**config.mk**
```make
export PLATFORM = sky130hd
export DESIGN_NAME = output_word_packer_flat
export DESIGN_NICKNAME = d
export VERILOG_FILES = /design/src/rtl/output_word_packer_pkg.sv /design/src/rtl/output_word_packer_if.sv /design/src/rtl/output_word_packer_word_fifo.sv /design/src/rtl/output_word_packer.sv /design/src/flat_wrapper.sv
export SDC_FILE = /design/constraint.sdc
export NUM_CORES = 1
export LEC_CHECK = 0
export ABC_AREA = 1
export BUFFER_PORTS_ARGS = -buffer_cell sky130_fd_sc_hd__buf_4
export CAP_MARGIN = 20
export CORE_UTILIZATION = 45
export CTS_CLUSTER_DIAMETER = 120
export DETAILED_ROUTE_END_ITERATION = 7
export PLACE_DENSITY_LB_ADDON = 0.08
export RECOVER_POWER = 100
export SYNTH_ARGS = -nofsm -noshare
export SYNTH_HDL_FRONTEND = slang
export SYNTH_HIERARCHICAL = 1
export SYNTH_SLANG_ARGS = --single-unit
export TNS_END_PERCENT = 10
```
**constraint.sdc**
```tcl
create_clock -name clk -period 5.9 [get_ports clk]
set_input_delay 0.59 -clock clk [delete_from_list [all_inputs] [get_ports clk]]
set_output_delay 0.59 -clock clk [all_outputs]
set_load 0.1 [all_outputs]
```
**src/rtl/output_word_packer_pkg.sv**
```systemverilog
// Shared types and sizing for the output word packer.
package output_word_packer_pkg;

    localparam int BYTE_WIDTH     = 8;
    localparam int WORD_WIDTH     = 32;
    localparam int FRAME_WORDS    = 8;
    localparam int FIFO_DEPTH     = 4;
    localparam int FRAME_CNT_W    = 16;

    localparam int BYTES_PER_WORD = WORD_WIDTH / BYTE_WIDTH;
    // Bytes held back while a word is being assembled (all but the completing one).
    localparam int ASM_WIDTH      = WORD_WIDTH - BYTE_WIDTH;

    localparam int BYTE_CNT_W     = $clog2(BYTES_PER_WORD);
    localparam int WORD_IDX_W     = $clog2(FRAME_WORDS);
    localparam int FIFO_PTR_W     = $clog2(FIFO_DEPTH);
    localparam int FIFO_CNT_W     = $clog2(FIFO_DEPTH + 1);

    typedef struct packed {
        logic                  last;
        logic [WORD_WIDTH-1:0] data;
    } word_entry_t;

endpackage

```
**src/rtl/output_word_packer_if.sv**
```systemverilog
// Byte-in / word-out stream bundle of the packer.
interface output_word_packer_if;
    import output_word_packer_pkg::*;

    logic [BYTE_WIDTH-1:0] byte_data;
    logic                  byte_vld;
    logic                  byte_rdy;
    logic [WORD_WIDTH-1:0] word_data;
    logic                  word_last;
    logic                  word_vld;
    logic                  word_rdy;

    // Producer of bytes and consumer of words.
    modport master (
        output byte_data, byte_vld, word_rdy,
        input  byte_rdy, word_data, word_last, word_vld
    );

    // The packer itself.
    modport slave (
        input  byte_data, byte_vld, word_rdy,
        output byte_rdy, word_data, word_last, word_vld
    );
endinterface

```
**src/rtl/output_word_packer_word_fifo.sv**
```systemverilog
// Small synchronous FIFO of completed words with a registered head output.
module word_fifo_sync
    import output_word_packer_pkg::*;
(
    input  logic        clk,
    input  logic        rst,
    input  logic        clr,
    input  logic        enq,
    input  word_entry_t din,
    output logic        full,
    input  logic        deq,
    output logic        empty,
    output word_entry_t dout
);

    word_entry_t             mem_reg [FIFO_DEPTH];
    logic [FIFO_PTR_W-1:0]   wr_ptr_reg, wr_ptr_next;
    logic [FIFO_PTR_W-1:0]   rd_ptr_reg, rd_ptr_next;
    logic [FIFO_CNT_W-1:0]   count_reg, count_next;
    word_entry_t             dout_reg, dout_next;
    logic                    do_enq, do_deq;

    assign full  = (count_reg == FIFO_CNT_W'(FIFO_DEPTH));
    assign empty = (count_reg == '0);
    assign dout  = dout_reg;

    // Next pointers, occupancy and the head entry as it will look after this edge.
    always_comb begin
        do_enq      = enq && (!full || deq);
        do_deq      = deq && !empty;
        wr_ptr_next = do_enq ? wr_ptr_reg + FIFO_PTR_W'(1) : wr_ptr_reg;
        rd_ptr_next = do_deq ? rd_ptr_reg + FIFO_PTR_W'(1) : rd_ptr_reg;
        count_next  = count_reg;
        if (do_enq && !do_deq) begin
            count_next = count_reg + FIFO_CNT_W'(1);
        end else if (!do_enq && do_deq) begin
            count_next = count_reg - FIFO_CNT_W'(1);
        end
        // A word written into the slot that becomes the head bypasses the array.
        if (do_enq && (wr_ptr_reg == rd_ptr_next)) begin
            dout_next = din;
        end else begin
            dout_next = mem_reg[rd_ptr_next];
        end
    end

    // Storage array; no reset so it can map onto plain memory.
    always_ff @(posedge clk) begin
        if (do_enq) begin
            mem_reg[wr_ptr_reg] <= din;
        end
    end

    // Pointer, occupancy and head register update; flush clears like reset.
    always_ff @(posedge clk) begin
        if (rst || clr) begin
            wr_ptr_reg <= '0;
            rd_ptr_reg <= '0;
            count_reg  <= '0;
            dout_reg   <= '0;
        end else begin
            wr_ptr_reg <= wr_ptr_next;
            rd_ptr_reg <= rd_ptr_next;
            count_reg  <= count_next;
            dout_reg   <= dout_next;
        end
    end

endmodule

```
**src/rtl/output_word_packer.sv**
```systemverilog
// Reassembles a byte stream into little-endian words, tags frame ends and buffers words.
module output_word_packer
    import output_word_packer_pkg::*;
(
    input  logic                   clk,
    input  logic                   rst,
    input  logic                   clr,
    output_word_packer_if.slave    bus,
    output logic [FRAME_CNT_W-1:0] frame_cnt
);

    logic [BYTE_CNT_W-1:0]  byte_cnt_reg, byte_cnt_next;
    logic [ASM_WIDTH-1:0]   asm_reg, asm_next;
    logic [WORD_IDX_W-1:0]  word_idx_reg, word_idx_next;
    logic [FRAME_CNT_W-1:0] frame_cnt_reg, frame_cnt_next;
    logic                   fifo_full, fifo_empty;
    logic                   completing, byte_rdy_int, byte_fire, push, pop;
    word_entry_t            push_entry, head_entry;

    // Only the completing byte needs FIFO space, so the stall depends on registers alone.
    assign completing   = (byte_cnt_reg == BYTE_CNT_W'(BYTES_PER_WORD - 1));
    assign byte_rdy_int = !completing || !fifo_full;
    assign byte_fire    = bus.byte_vld && byte_rdy_int && !clr;
    assign push         = byte_fire && completing;
    assign pop          = !fifo_empty && bus.word_rdy && !clr;

    // Earlier bytes sit in the low bits; the completing byte goes on top.
    assign push_entry = '{last: (word_idx_reg == WORD_IDX_W'(FRAME_WORDS - 1)),
                          data: {bus.byte_data, asm_reg}};

    assign bus.byte_rdy  = byte_rdy_int;
    assign bus.word_vld  = !fifo_empty;
    assign bus.word_data = head_entry.data;
    assign bus.word_last = head_entry.last;
    assign frame_cnt     = frame_cnt_reg;

    word_fifo_sync u_fifo (
        .clk   (clk),
        .rst   (rst),
        .clr   (clr),
        .enq   (push),
        .din   (push_entry),
        .full  (fifo_full),
        .deq   (pop),
        .empty (fifo_empty),
        .dout  (head_entry)
    );

    // Byte counter, assembly shift register, word index and frame counter next values.
    always_comb begin
        byte_cnt_next  = byte_cnt_reg;
        asm_next       = asm_reg;
        word_idx_next  = word_idx_reg;
        frame_cnt_next = frame_cnt_reg;
        if (byte_fire) begin
            if (completing) begin
                byte_cnt_next = '0;
                asm_next      = '0;
                word_idx_next = (word_idx_reg == WORD_IDX_W'(FRAME_WORDS - 1))
                              ? '0 : word_idx_reg + WORD_IDX_W'(1);
            end else begin
                byte_cnt_next = byte_cnt_reg + BYTE_CNT_W'(1);
                asm_next      = {bus.byte_data, asm_reg[ASM_WIDTH-1:BYTE_WIDTH]};
            end
        end
        if (pop && head_entry.last) begin
            frame_cnt_next = frame_cnt_reg + FRAME_CNT_W'(1);
        end
    end

    // Assembly state; reset clears everything, flush keeps the frame count.
    always_ff @(posedge clk) begin
        if (rst) begin
            byte_cnt_reg  <= '0;
            asm_reg       <= '0;
            word_idx_reg  <= '0;
            frame_cnt_reg <= '0;
        end else if (clr) begin
            byte_cnt_reg  <= '0;
            asm_reg       <= '0;
            word_idx_reg  <= '0;
        end else begin
            byte_cnt_reg  <= byte_cnt_next;
            asm_reg       <= asm_next;
            word_idx_reg  <= word_idx_next;
            frame_cnt_reg <= frame_cnt_next;
        end
    end

endmodule

```
**src/flat_wrapper.sv**
```systemverilog
// flat-port wrapper written by rule: the top's interface ports become plain ports
module output_word_packer_flat import output_word_packer_pkg::*;
  (clk, rst, clr, frame_cnt, bus_byte_data, bus_byte_vld, bus_word_rdy, bus_byte_rdy, bus_word_data, bus_word_last, bus_word_vld);
  output_word_packer_if bus_i ();
  input  logic clk;
  input  logic rst;
  input  logic clr;
  output logic [FRAME_CNT_W-1:0] frame_cnt;
  input wire logic [$bits(bus_i.byte_data)-1:0] bus_byte_data;
  input wire logic [$bits(bus_i.byte_vld)-1:0] bus_byte_vld;
  input wire logic [$bits(bus_i.word_rdy)-1:0] bus_word_rdy;
  output wire logic [$bits(bus_i.byte_rdy)-1:0] bus_byte_rdy;
  output wire logic [$bits(bus_i.word_data)-1:0] bus_word_data;
  output wire logic [$bits(bus_i.word_last)-1:0] bus_word_last;
  output wire logic [$bits(bus_i.word_vld)-1:0] bus_word_vld;
  assign bus_i.byte_data = bus_byte_data;
  assign bus_i.byte_vld = bus_byte_vld;
  assign bus_i.word_rdy = bus_word_rdy;
  assign bus_byte_rdy = bus_i.byte_rdy;
  assign bus_word_data = bus_i.word_data;
  assign bus_word_last = bus_i.word_last;
  assign bus_word_vld = bus_i.word_vld;
  output_word_packer u_core (.clk(clk), .rst(rst), .clr(clr), .bus(bus_i), .frame_cnt(frame_cnt));
endmodule
```
; ---- After elaboration in Yosys (flattened, before gate mapping)
; Memory sizes are Yosys's and may differ from the RTL's. A register that Yosys moved wholly into a read port is not among the register bits.
; Cells that the tools add are included.
[classes]
n_div = 0
n_addsub = 7
n_eq_ne = 3
muxes = 8
mul = 0
order_cmp = 0
shift = 0
n_bitwise = 1
reduce_logical = 24
[ops]
columns = operator, n
row1 = $mux 24, 1
row2 = $add 16x1->16 const B, 1
row3 = $logic_and 1x1->1, 10
row4 = $mux 3, 3
row5 = $add 2x1->2 const B, 3
row6 = $add 3x1->3 const B, 2
row7 = $eq 3x3->1 const B, 2
row8 = $logic_not 1->1, 6
row9 = $mux 2, 2
row10 = $reduce_and 2->1, 2
row11 = $logic_not 3->1, 1
row12 = $logic_or 1x1->1, 3
row13 = $sub 3x1->3 const B, 1
row14 = $eq 2x2->1 const B, 1
row15 = $mux 1, 2
row16 = $reduce_bool 2->1, 1
row17 = $reduce_or 2->1, 1
row18 = $not 1->1, 1
[totals]
romBits = 0
out_inout_bits = 51
regBits = 52
mem_bits_rw = 132
latch_bits = 0
memories = 1
[memory_table]
columns = memory, depth, width, read_ports, rd_clocked_by_memory_dff, write_ports, line
row1 = u_core.u_fifo.mem_reg, 4, 33, 1, 1, 1, output_word_packer_word_fifo.sv:16  ; word_entry_t mem_reg [FIFO_DEPTH];

; ---- Longest topological paths before layout
; Gate-level depths: netlist of run 1.
[logic_depth]
depth_word = 11
ltp_mapped = 18
ltp_nobuf = 17

; ---- By module
; Netlist of run 1, hierarchy kept.
[modules_own_cells]
columns = module, cells_per_inst, instances, area_each_um2
row1 = word_fifo_sync, 719, 1, 7247.0
row2 = output_word_packer, 268, 1, 2006.9

; ---- Worst setup path before layout of run 1
; Ideal clock, no wire load.
[synth_path]
path_type = register to register
startpoint = reg u_core.byte_cnt_reg[0]
endpoint = mem u_core/u_fifo/mem_reg[0][0] in the netlist's numbering (enable)
stages_incl_launch_ff = 7
t_arrival_ps = 3360
setup_ps = 423
setup_slack_ps = 2116
path_cell_list = dfxtp_1 -> ha_1 -> nand2_1 -> nand4_1 -> inv_1 -> nand2_1 -> nor2_1
[synth_between]
elab_chain_cells = 9
[synth_lines]
columns = item, line
row1 = start: declaration, output_word_packer.sv:12  ; logic [BYTE_CNT_W-1:0] byte_cnt_reg, byte_cnt_next;
row2 = start signal: assignment, output_word_packer.sv:83  ; byte_cnt_reg <= byte_cnt_next;
row3 = $eq 2x2->1, output_word_packer.sv:21  ; assign completing = (byte_cnt_reg == BYTE_CNT_W'(BYTES_PER_WORD - 1));
row4 = $logic_not 1->1, output_word_packer.sv:22  ; assign byte_rdy_int = !completing || !fifo_full;
row5 = $logic_or 1x1->1, output_word_packer.sv:22
row6 = net bus_byte_rdy, flat_wrapper.sv:12  ; output wire logic [$bits(bus_i.byte_rdy)-1:0] bus_byte_rdy;
row7 = $logic_and 1x1->1 (2 in a row), output_word_packer.sv:23  ; assign byte_fire = bus.byte_vld && byte_rdy_int && !clr;
row8 = $logic_and 1x1->1, output_word_packer.sv:24  ; assign push = byte_fire && completing;
row9 = net u_core.push, output_word_packer.sv:17  ; logic completing, byte_rdy_int, byte_fire, push, pop;
row10 = $logic_and 1x1->1, output_word_packer_word_fifo.sv:29  ; do_enq = enq && (!full || deq);
row11 = $mux 1, output_word_packer_word_fifo.sv:49  ; if (do_enq) begin
row12 = $mux 1 (not written as such), output_word_packer_word_fifo.sv:50  ; mem_reg[wr_ptr_reg] <= din;
row13 = end: declaration, output_word_packer_word_fifo.sv:16
; The timed path passes the listed nets, and every way through them passes these cells.

; ---- Worst setup path after layout of run 1
[layout_path]
startpoint = reg u_core.u_fifo.count_reg[0]
endpoint = mem u_core/u_fifo/mem_reg[1][31] in the netlist's numbering (enable)
[layout_between]
word_cells_on_any_way = 14
cone_classes = 1 x eq/ne / 2 x mux / 11 x reduce/logical
[layout_lines]
columns = item, line
row1 = start: declaration, output_word_packer_word_fifo.sv:19  ; logic [FIFO_CNT_W-1:0] count_reg, count_next;
row2 = start signal: assignment, output_word_packer_word_fifo.sv:64  ; count_reg <= count_next;
row3 = $logic_not 3->1, output_word_packer_word_fifo.sv:24  ; assign empty = (count_reg == '0);
row4 = net u_core.fifo_empty, output_word_packer.sv:16  ; logic fifo_full, fifo_empty;
row5 = $logic_not 1->1, output_word_packer.sv:25  ; assign pop = !fifo_empty && bus.word_rdy && !clr;
row6 = $logic_and 1x1->1 (2 in a row), output_word_packer.sv:25
row7 = net u_core.pop, output_word_packer.sv:17
row8 = $logic_or 1x1->1, output_word_packer_word_fifo.sv:29
row9 = $logic_and 1x1->1, output_word_packer_word_fifo.sv:29
row10 = $mux 1, output_word_packer_word_fifo.sv:49
row11 = $mux 1 (not written as such), output_word_packer_word_fifo.sv:50
; The timed path passes the listed nets, and every way through them passes these cells.

==> insert_results.sql, run 1 <==
INSERT INTO impl_metrics (metric_group, metric, value, unit) VALUES
('status', 'outcome', 'finished, violations left', ''),
('status', 'failed_checks', 'max-capacitance violations, max-slew violations', ''),
('detailed_routing', 'met3_length', '783', 'µm'),
('detailed_routing', 'routed_wire_length_per_instance', '15.93', 'µm'),
('setup_path', 'worst_r2r_endpoint', 'u_core/u_fifo/mem_reg[1][31]', ''),
('grt', 'groute.usage.overall', '20.25', '%'),
('grt', 'vias_in_the_first_global_route', '6190', ''),
('synth', 'yosys_reg_bits', '217', ''),
('grt', 'residual_overflow_from_global_routing', '0', ''),
('timing', 'finalCritPeriodShare', '71.55', '%'),
('setup_path', 'timing.reg2reg.setup_slack', '1.68', 'ns'),
('synth', 'netlist-cell-type-count', '32', ''),
('setup_path', 'crit_top_cell', 'nand2_1', ''),
('setup_path', 'timing.critical_path.from_type', 'flip-flop', ''),
('flow_run', 'maxCapViolCount', '6', ''),
('timing', 'max_slew_margin', '-30.63', '%'),
('timing', 'drv_slew', '234', ''),
('detailed_routing', 'drt_iter0_drc', '400', ''),
('synth', 'synth_area_per_cell', '9.376', 'µm²'),
('setup_path', 'setup.worst_path.class', 'reg -> reg', ''),
('timing', 'achievable-frequency', '0.2369', 'GHz'),
('floorplanning', 'start_util', '45.88', '%'),
('timing', 'finalClockSkew', '0.01031', 'ns'),
('detailed_routing', 'detail_route.vias_per_cell', '5.042', ''),
('setup_path', 'crit_chain', 'nor2_2 -> nand2_1 -> inv_1 -> nor2_4 -> nand2_1 -> inv_1 -> inv_1 -> nand2_1 -> nand2_1 -> nor2_1 -> clkbuf_1', ''),
('cells_and_area', 'num-nets-final', '1060', ''),
('synth', 'top_cells_by_area_in_the_synthesized_netlist', 'edfxtp_1, dfxtp_1, nand2_1, nor2_1, inv_1', ''),
('cts', 'clk-insertion-delay-late', '0.51', 'ns'),
('detailed_routing', 'top_layer', 'met4', ''),
('synth', 'ys_async_rst_share', '0', '%'),
('place', 'place_ws', '2.392', 'ns'),
('cts', 'tritoncts', 'done', ''),
('synth', 'yosysMostFrequentCell', 'nand2_1', ''),
('timing', 'tightest_slew', '1.960', 'ns'),
('cts', 'tritoncts_buffer_count', '24', ''),
('detailed_routing', 'wl_met1', '10060', 'µm'),
('timing', 'setup_viol', '0', ''),
('cts', 'htreeDepth', '1', ''),
('worst_hold_path', 'hold_path_end', 'u_core/frame_cnt[1]', ''),
('grt', 'grt_antenna_before_repair', '0', ''),
('setup_path', 'highest_cell_delay_on_the_worst_timing_path', '1.44', 'ns'),
('cells_and_area', 'final_layout_size_suffix_gt1_share', '5.024', '%'),
('floorplanning', 'floorplan.die.height', '145.4', 'µm'),
('worst_hold_path', 'holdPathStages', '2', ''),
('cts', 'post_cts_resize_count', '0', ''),
('setup_path', 'cp.buffers_inverters', '4', ''),
('cells_and_area', 'area_growth', '11.86', '%'),
('setup_path', 'critical_path.max_fanout', '18', ''),
('synth', 'yosys_warnings', '6', ''),
('cells_and_area', 'finalNonFillerCells', '1325', ''),
('synth', 'synth-main-ff-cell', 'edfxtp_1', ''),
('synth', 'yosysTopAreaCell', 'edfxtp_1', ''),
('timing', 'layout_min_cycle_time', '4.222', 'ns'),
('timing', 'finalWorstSetupSlack', '1.678', 'ns'),
('place', 'hpwlAfterDp', '11830', 'µm'),
('setup_path', 'critical_path_required', '6.01', 'ns'),
('cts', 'post_cts_buffers', '0', ''),
('setup_path', 'critPathSlowestCell', 'nor2_1', ''),
('power', 'vdd.ir_drop.worst', '0.0002041', 'V'),
('setup_path', 'worstPathArrival', '4.34', 'ns'),
('synth', 'netlist_top_cells_count', 'nand2_1, edfxtp_1, nor2_1', ''),
('timing', 'unrepaired_setup_endpoints_after_global_routing', 'no', ''),
('synth', 'share_of_yosys_cell_area_claimed_by_the_top_area_cell_type', '42.83', '%'),
('detailed_routing', 'drtAntennaViolNets', '0', ''),
('floorplanning', 'io_pins', '64', ''),
('synth', 'synth_enable_flop_cells', '132', ''),
('setup_path', 'regToRegStartpoint', 'u_core/u_fifo/count_reg[0]', ''),
('synth', 'synth_cells', '987', ''),
('detailed_routing', 'vias', '6680', ''),
('cells_and_area', 'antenna_cells', '0', ''),
('floorplanning', 'placeableCoreArea', '20170', 'µm²');
-- per-stage QoR --
step | power [µW] | hold slack (ns) | instance area [µm²]
6_report | 3062 | 0.2684 | 10350
5_1_grt | 3163 | 0.2570 | 10350
4_1_cts | 3107 | 0.2472 | 10630
3_5_place_dp | 1761 | 0.4619 | 9931
3_3_place_gp | 1761 | 0.4653 | 9931
2_1_floorplan | 1726 | 0.4491 | 9254
-- power by group --
part	switching, µW	leakage (µW)	total [µW]	internal, µW
sequential	6.57	0.00204	1610	1610
clock	563	0.000338	1340	778
combinational	90.0	0.00176	109	18.9
total	659	0.00414	3060	2400
-- cell type report --
| class | count | area, µm² |
|---|---|---|
| repair buffers | 74 | 336.6 |
| flip-flops and latches | 217 | 5665 |
| multi-input cells | 612 | 2904 |
| clock inverters | 7 | 28.78 |
| clock buffers | 37 | 670.6 |
| fillers | 1940 | 9818 |
| well taps | 270 | 337.8 |
| inverters | 108 | 407.9 |
-- per-layer routing --
layer,vias to the layer above,track usage (%)
met5,-,0
met4,0,5.000
met3,24,2.476
met2,136,33.00
met1,3165,28.86
li1,3355,-
-- logic make-up (layout without fill, tap and decap cells) --
family,Yosys count,after routing,synth area share [%]
simple gates,511,511,25.19
compound gates,90,90,5.043
xor+xnor,1,1,0.09466
fa+ha+maj,10,10,1.433
buf+inv,158,226,7.017
flops,217,217,61.22
-- how the worst max path moves through the flow --
stage / from / endpoint
floorplan: u_core/byte_cnt_reg[0] / u_core/u_fifo/mem_reg[0][0]
global placement: clr / u_core/u_fifo/dout[29]
detailed placement: clr / u_core/u_fifo/dout[3]
CTS: u_core/u_fifo/count_reg[0] / u_core/u_fifo/dout[32]
global route: u_core/u_fifo/count_reg[0] / u_core/u_fifo/mem_reg[3][6]
finish: u_core/u_fifo/count_reg[0] / u_core/u_fifo/mem_reg[1][31]
-- cells in the final DEF, fill, tap and decap left out, types with 2 or more instances in the layout --
cell,count
nand2_1,254
edfxtp_1,132
nor2_1,108
inv_1,104
dfxtp_1,85
clkbuf_1,75
nand3_1,57
a21oi_1,52
nand3b_1,43
nand4_1,35
o21ai_0,35
clkbuf_16,25
buf_4,9
ha_1,9
clkinv_1,6
nand2_2,4
nor3_1,3
nor2_2,3
clkinv_2,2
nor2_4,2
inv_2,2
Power figures use the tool's default switching activity.
==> run 2, diff against run 1 <==
==> constraint.sdc (replaced) <==
create_clock -name clk -period 4 [get_ports clk]
set_input_delay 0.4 -clock clk [delete_from_list [all_inputs] [get_ports clk]]
set_output_delay 0.4 -clock clk [all_outputs]
set_load 0.1 [all_outputs]
==> run 2 against run 1 <==
Effect of this change: the run still ends with max-capacitance violations, max-slew violations left; critical path depth did not move; hold slack got worse by 0.21 ns; sequential share of layout area fell by 0.56 points; critical path type unchanged; clock power rose by 51%; die area did not move; total power rose by 49%; combinational power rose by 47%; routed wire length rose by 2.7%; critical endpoint is now u_core/u_fifo/mem_reg[0][32]; clock skew rose by 0.0011 ns; design area rose by 1.0%; fmax rose by 27%; sequential power rose by 48%.
==> insert_results.sql, run 2 (same netlist as run 1, synthesis figures left out) <==
INSERT INTO impl_metrics (metric_group, metric, value, unit) VALUES
('place', 'buffer_ports.inserted', '63', ''),
('detailed_routing', 'detail_route.vias_per_cell', '5.105', ''),
('cells_and_area', 'largest_reg_flops', '132', ''),
('timing', 'achievable-frequency', '0.3007', 'GHz'),
('place', 'place_inst', '1284', ''),
('cells_and_area', 'most-common-layout-cells', 'nand2_1, edfxtp_1, nor2_1', ''),
('cells_and_area', 'filler_cell_count', '1960', ''),
('floorplanning', 'placeableCoreArea', '20170', 'µm²'),
('grt', 'grt_antenna_before_repair', '0', ''),
('power', 'logic_pwr_share', '3.5', '%'),
('floorplanning', 'die-width', '145.4', 'µm'),
('cells_and_area', 'area_growth', '13.01', '%'),
('cts', 'clock_root_buffer', 'clkbuf_16', ''),
('cells_and_area', 'mostFrequentLayoutCell', 'nand2_1', ''),
('setup_path', 'timing.critical_path.from_type', 'flip-flop', ''),
('place', 'hpwlAfterDp', '12200', 'µm'),
('timing', 'finalClockSkew', '0.01140', 'ns'),
('setup_path', 'worstPathArrival', '3.46', 'ns'),
('timing', 'max_slew_margin', '-20.63', '%'),
('power', 'power_report.internal_total', '3576', 'µW'),
('power', 'power.density', '437.0', 'nW/µm²'),
('cells_and_area', 'antenna_cells', '0', ''),
('power', 'power_frac_clock', '44.5', '%'),
('cts', 'htreeDepth', '1', ''),
('cts', 'clk-insertion-delay-late', '0.51', 'ns'),
('floorplanning', 'die-area', '21140', 'µm²'),
('status', 'outcome', 'finished, violations left', ''),
('power', 'cellLeakagePower', '0.004199', 'µW'),
('detailed_routing', 'post-route-drc-count', '0', ''),
('cells_and_area', 'post-route-util', '51.85', '%'),
('cts', 'tritoncts_buffer_count', '24', ''),
('power', 'pwr-share-seq', '52.0', '%'),
('detailed_routing', 'vias', '6780', ''),
('cells_and_area', 'finalNonFillerCells', '1328', ''),
('floorplanning', 'floorplan.die.height', '145.4', 'µm'),
('floorplanning', 'io_pins', '64', ''),
('cts', 'hold_buffers', '0', ''),
('detailed_routing', 'dr_pass1_iterations', '5', ''),
('cts', 'tritoncts_num_sinks', '217', ''),
('timing', 'final_number_of_hold_violating_endpoints', '0', ''),
('worst_hold_path', 'hp-class', 'in -> reg', ''),
('floorplanning', 'start_util', '45.88', '%'),
('grt', 'groute.usage.overall', '20.88', '%'),
('cts', 'tritoncts', 'done', ''),
('setup_path', 'setup.worst_path.class', 'reg -> reg', ''),
('cells_and_area', 'num-nets-final', '1064', ''),
('detailed_routing', 'drtAntennaViolNets', '0', ''),
('cells_and_area', 'final_layout_size_suffix_gt1_share', '6.333', '%'),
('status', 'failed_checks', 'max-capacitance violations, max-slew violations', ''),
('floorplanning', 'num_rows', '52', ''),
('timing', 'unrepaired_setup_endpoints_after_global_routing', 'no', ''),
('flow_run', 'maxCapViolCount', '3', ''),
('detailed_routing', 'wl', '21670', 'µm'),
('detailed_routing', 'drt_iter0_drc', '408', ''),
('timing', 'finalCritPeriodShare', '83.14', '%'),
('cts', 'post_cts_buffers', '0', ''),
('grt', 'grt_start_max_net_pins', '52', ''),
('timing', 'setup_viol', '0', ''),
('place', 'finalWeightedCongestion', '0.7359', ''),
('grt', 'vias_in_the_first_global_route', '6395', ''),
('power', 'switching_share', '21.74', '%'),
('cts', 'cts.reportedPaths.clkPinSlew', '0.06', 'ns'),
('cts', 'post_cts_resize_count', '0', ''),
('timing', 'drv_slew', '80', ''),
('detailed_routing', 'routed_wire_length_per_instance', '16.32', 'µm'),
('power', 'net-switching-power', '993.5', 'µW'),
('power', 'vdd.ir_drop.worst', '0.0003207', 'V'),
('setup_path', 'cp-end-kind', 'flip-flop', ''),
('setup_path', 'critical_path_required', '4.13', 'ns'),
('timing', 'layout_min_cycle_time', '3.325', 'ns'),
('cts', 'cts_buffer_depth', '3', ''),
('setup_path', 'critical_path.max_fanout', '26', ''),
('grt', 'grt_first_pass_wirelength', '35050', 'µm'),
('grt', 'residual_overflow_from_global_routing', '0', ''),
('timing', 'tightest_slew', '1.804', 'ns'),
('timing', 'setup_total_negative_slack', '0', 'ns');
-- run 2: per-stage QoR --
stage          setup WS, ns  instance area (µm²)  total power (µW)  hold WS, ns
2_1_floorplan        0.2164                 9254              2546       0.4491
3_3_place_gp         0.9299                 9998              2596       0.4599
3_5_place_dp         0.8754                 9998              2596       0.4624
4_1_cts              0.8682                10720              4635      0.03760
5_1_grt              0.3881                10460              4722      0.05074
6_report             0.6745                10460              4569      0.05954
-- run 2: path summary, 6_finish.rpt --
kind / from / to / slack, ns / cells after the start
setup / recovery: u_core/u_fifo/count_reg[0] / u_core/u_fifo/mem_reg[0][32] / 0.67 / 11
hold / removal: rst / u_core/frame_cnt[1] / 0.06 / 2
setup reg to reg: u_core/u_fifo/count_reg[0] / u_core/u_fifo/mem_reg[0][32] / 0.67 / 11
hold reg to reg: u_core/word_idx_reg[1] / u_core/word_idx_reg[1] / 0.47 / 2
-- run 2: final cells by class --
| cell class | instances | area (µm²) | area share, % |
|---|---|---|---|
| Clock buffer | 35 | 683.2 | 6.533 |
| Clock inverter | 8 | 40.04 | 0.3829 |
| Inverter | 108 | 407.9 | 3.900 |
| Tap cell | 270 | 337.8 | 3.230 |
| Multi-Input combinational cell | 612 | 2907 | 27.79 |
| Timing Repair Buffer | 78 | 416.7 | 3.984 |
| Sequential cell | 217 | 5665 | 54.18 |
-- run 2: worst max-delay path, stage by stage, from the launching register on --
cell,delay (ns)
dfxtp_1,0.42
nor2_2,0.06
nand2_1,0.18
inv_1,0.12
nor2_4,0.09
nand2_1,0.06
inv_1,0.09
inv_1,0.05
nand2_1,0.06
nand2_1,0.23
nor2_1,0.77
clkbuf_2,0.81
-- run 2: per-layer routing --
metal,GRT usage (%),vias to the layer above,wire [µm]
met4,5.316,0,422
met3,2.947,33,1150
met2,33.20,183,9900
li1,-,3363,-
met5,0,-,0
met1,30.16,3201,10200
-- run 2: power groups by stage --
| stage | sequential [µW] | clock (µW) | combinational (µW) |
|---|---|---|---|
| after global routing | 2380 | 2170 | 170 |
| after CTS | 2380 | 2090 | 171 |
| final | 2380 | 2030 | 160 |
| after floorplan | 2500 | 0 | 43.3 |
| after global placement | 2430 | 0 | 169 |
| after detailed placement | 2430 | 0 | 171 |
==> run 3, diff against run 2 <==
==> constraint.sdc (replaced) <==
create_clock -name clk -period 3.3 [get_ports clk]
set_input_delay 0.33 -clock clk [delete_from_list [all_inputs] [get_ports clk]]
set_output_delay 0.33 -clock clk [all_outputs]
set_load 0.1 [all_outputs]
==> run 3 against run 2 <==
Effect of this change: total power increased by 26%; sequential cell count unchanged; sequential power increased by 21%; combinational power increased by 19%; setup slack got worse by 0.14 ns; clock power increased by 32%; highest routed layer unchanged; the flow now finishes without violations; count of clock-buffer cells in the layout decreased by 3; critical path depth unchanged; non-clock buffer count increased by 9.
==> insert_results.sql, run 3 (same netlist as run 1, synthesis figures left out) <==
INSERT INTO impl_metrics (metric_group, metric, value, unit) VALUES
('status', 'outcome', 'finished, final reports clean', ''),
('setup_path', 'critical_path.max_fanout', '16', ''),
('cells_and_area', 'layout.area.seq', '5665', 'µm²'),
('detailed_routing', 'drt_iter0_drc', '425', ''),
('cells_and_area', 'antenna_cells', '0', ''),
('timing', 'drv_slew', '0', ''),
('cells_and_area', 'final_layout_size_suffix_gt1_share', '7.303', '%'),
('floorplanning', 'die-area', '21140', 'µm²'),
('cells_and_area', 'finalNonFillerCells', '1338', ''),
('timing', 'finalClockSkew', '0.01396', 'ns'),
('setup_path', 'setup.worst_path.class', 'reg -> reg', ''),
('cts', 'clk-insertion-delay-late', '0.50', 'ns'),
('cts', 'post_cts_resize_count', '0', ''),
('grt', 'grt_first_pass_wirelength', '35040', 'µm'),
('cts', 'cts.reportedPaths.clkPinSlew', '0.06', 'ns'),
('cells_and_area', 'largest_reg_flops', '132', ''),
('place', 'place_inst', '1293', ''),
('cts', 'tritoncts_num_sinks', '217', ''),
('setup_path', 'worstPathArrival', '2.92', 'ns'),
('timing', 'max_slew_margin', '17.61', '%'),
('place', 'place_ws', '0.6715', 'ns'),
('floorplanning', 'floorplan.die.height', '145.4', 'µm'),
('cells_and_area', 'mostFrequentLayoutCell', 'nand2_1', ''),
('grt', 'grt_antenna_before_repair', '0', ''),
('detailed_routing', 'vias', '6685', ''),
('cts', 'clock_root_buffer', 'clkbuf_16', ''),
('timing', 'setup_viol', '0', ''),
('detailed_routing', 'wl', '21390', 'µm'),
('place', 'buffer_ports.inserted', '63', ''),
('timing', 'finalWorstSetupSlack', '0.5395', 'ns'),
('detailed_routing', 'post-route-drc-count', '0', ''),
('detailed_routing', 'detail_route.vias_per_cell', '4.996', ''),
('setup_path', 'critPathSlowestCell', 'nor2_4', ''),
('timing', 'setup_total_negative_slack', '0', 'ns'),
('grt', 'vias_in_the_first_global_route', '6549', ''),
('detailed_routing', 'drtAntennaViolNets', '0', ''),
('grt', 'residual_overflow_from_global_routing', '0', ''),
('grt', 'groute.usage.overall', '20.83', '%'),
('setup_path', 'critical_path_required', '3.46', 'ns'),
('cells_and_area', 'num-nets-final', '1073', ''),
('timing', 'layout_min_cycle_time', '2.761', 'ns'),
('floorplanning', 'start_util', '45.88', '%'),
('cts', 'tritoncts', 'done', ''),
('place', 'hpwlAfterDp', '12550', 'µm'),
('timing', 'finalCritPeriodShare', '83.65', '%'),
('setup_path', 'crit_chain', 'nor2_2 -> nand2_1 -> inv_1 -> nor2_1 -> nand2_1 -> inv_1 -> inv_1 -> nand2_1 -> nand2_1 -> nor2_4 -> clkbuf_2', ''),
('power', 'vdd.ir_drop.worst', '0.0004176', 'V'),
('setup_path', 'highest_cell_delay_on_the_worst_timing_path', '0.58', 'ns'),
('power', 'cellLeakagePower', '0.004268', 'µW'),
('timing', 'unrepaired_setup_endpoints_after_global_routing', 'no', ''),
('setup_path', 'crit_top_cell', 'nand2_1', ''),
('detailed_routing', 'routed_wire_length_per_instance', '15.99', 'µm'),
('grt', 'grt_start_max_net_pins', '92', ''),
('timing', 'tightest_slew', '1.241', 'ns'),
('floorplanning', 'io_pins', '64', ''),
('floorplanning', 'num_rows', '52', ''),
('flow_run', 'maxCapViolCount', '0', ''),
('setup_path', 'crit_family', 'simple AND/OR/NAND/NOR gates', ''),
('power', 'power.density', '543.9', 'nW/µm²'),
('setup_path', 'timing.critical_path.from_type', 'flip-flop', ''),
('cells_and_area', 'filler_cell_count', '1904', ''),
('cts', 'cts_buffer_depth', '3', ''),
('detailed_routing', 'dr_pass1_iterations', '5', ''),
('place', 'finalWeightedCongestion', '0.7518', ''),
('floorplanning', 'placeableCoreArea', '20170', 'µm²'),
('cells_and_area', 'area_growth', '14.26', '%'),
('timing', 'final_number_of_hold_violating_endpoints', '0', ''),
('cells_and_area', 'multiInputGateArea', '2927', 'µm²'),
('cts', 'tritoncts_buffer_count', '24', ''),
('setup_path', 'cp.buffers_inverters', '4', ''),
('worst_hold_path', 'hp-class', 'in -> reg', ''),
('cts', 'htreeDepth', '1', ''),
('floorplanning', 'die-width', '145.4', 'µm'),
('cells_and_area', 'most-common-layout-cells', 'nand2_1, edfxtp_1, nor2_1', ''),
('setup_path', 'cp-end-kind', 'flip-flop', ''),
('timing', 'achievable-frequency', '0.3623', 'GHz');
[run 3: cell types whose count changed in the layout (fill, tap and decap cells not counted), sizes merged]
cell | before | now
clkbuf | 96 | 100
dlygate4sd3 | 0 | 1
buf | 17 | 18
clkinv | 8 | 10
inv | 108 | 107
bufinv | 0 | 3
[run 3: path summary, 6_finish.rpt]
| check | startpoint | cells past startpoint | slack [ns] | to |
|---|---|---|---|---|
| worst min-delay path | bus_byte_data[6] | 1 | 0.15 | u_core/u_fifo/mem_reg[1][30] |
| worst min register to register | u_core/u_fifo/count_reg[2] | 2 | 0.48 | u_core/u_fifo/count_reg[2] |
| worst max register to register | u_core/u_fifo/count_reg[0] | 11 | 0.54 | u_core/u_fifo/mem_reg[2][17] |
| worst max-delay path | u_core/u_fifo/count_reg[0] | 11 | 0.54 | u_core/u_fifo/mem_reg[2][17] |
[run 3: per-stage QoR]
step	hold slack (ns)	util [%]	area [µm²]	power [µW]
3_3_place_gp	0.4718	49.84	10050	3149
6_report	0.1533	52.43	10570	5751
5_1_grt	0.1520	52.43	10570	5951
4_1_cts	0.03383	53.88	10870	5845
2_1_floorplan	0.3991	-	9254	3086
3_5_place_dp	0.4678	49.84	10050	3150
[run 3: area by class of cell]
type | instances | share of cell area, %
Inverter | 108 | 3.858
Clock inverter | 12 | 1.254
Tap cell | 270 | 3.195
Sequential cell | 217 | 53.58
Multi-Input combinational cell | 612 | 27.68
Timing Repair Buffer | 87 | 4.082
Clock buffer | 32 | 6.354
[run 3: timing repair]
action / in CTS / in global routing
buffers inserted: 0 / 0
hold buffers: 1 / 0
endpoints found under the hold margin: 1 / 0
[run 3: routing by layer]
metal | routed length, µm | GRT usage (%)
met2 | 10520 | 36.27
met3 | 923 | 2.696
met5 | 0 | 0
met1 | 9760 | 28.02
met4 | 190 | 4.000
[run 3: report_power, final]
part,internal (µW),switching (µW)
clock network,1660,1020
logic,30.9,160
registers,2870,11.3
[run 3: worst register-to-register path, stage by stage (launching register included)]
cell,delay [ns]
dfxtp_1,0.42
nor2_2,0.06
nand2_1,0.18
inv_1,0.09
nor2_1,0.13
nand2_1,0.06
inv_1,0.11
inv_1,0.05
nand2_1,0.06
nand2_1,0.19
nor2_4,0.58
clkbuf_2,0.48
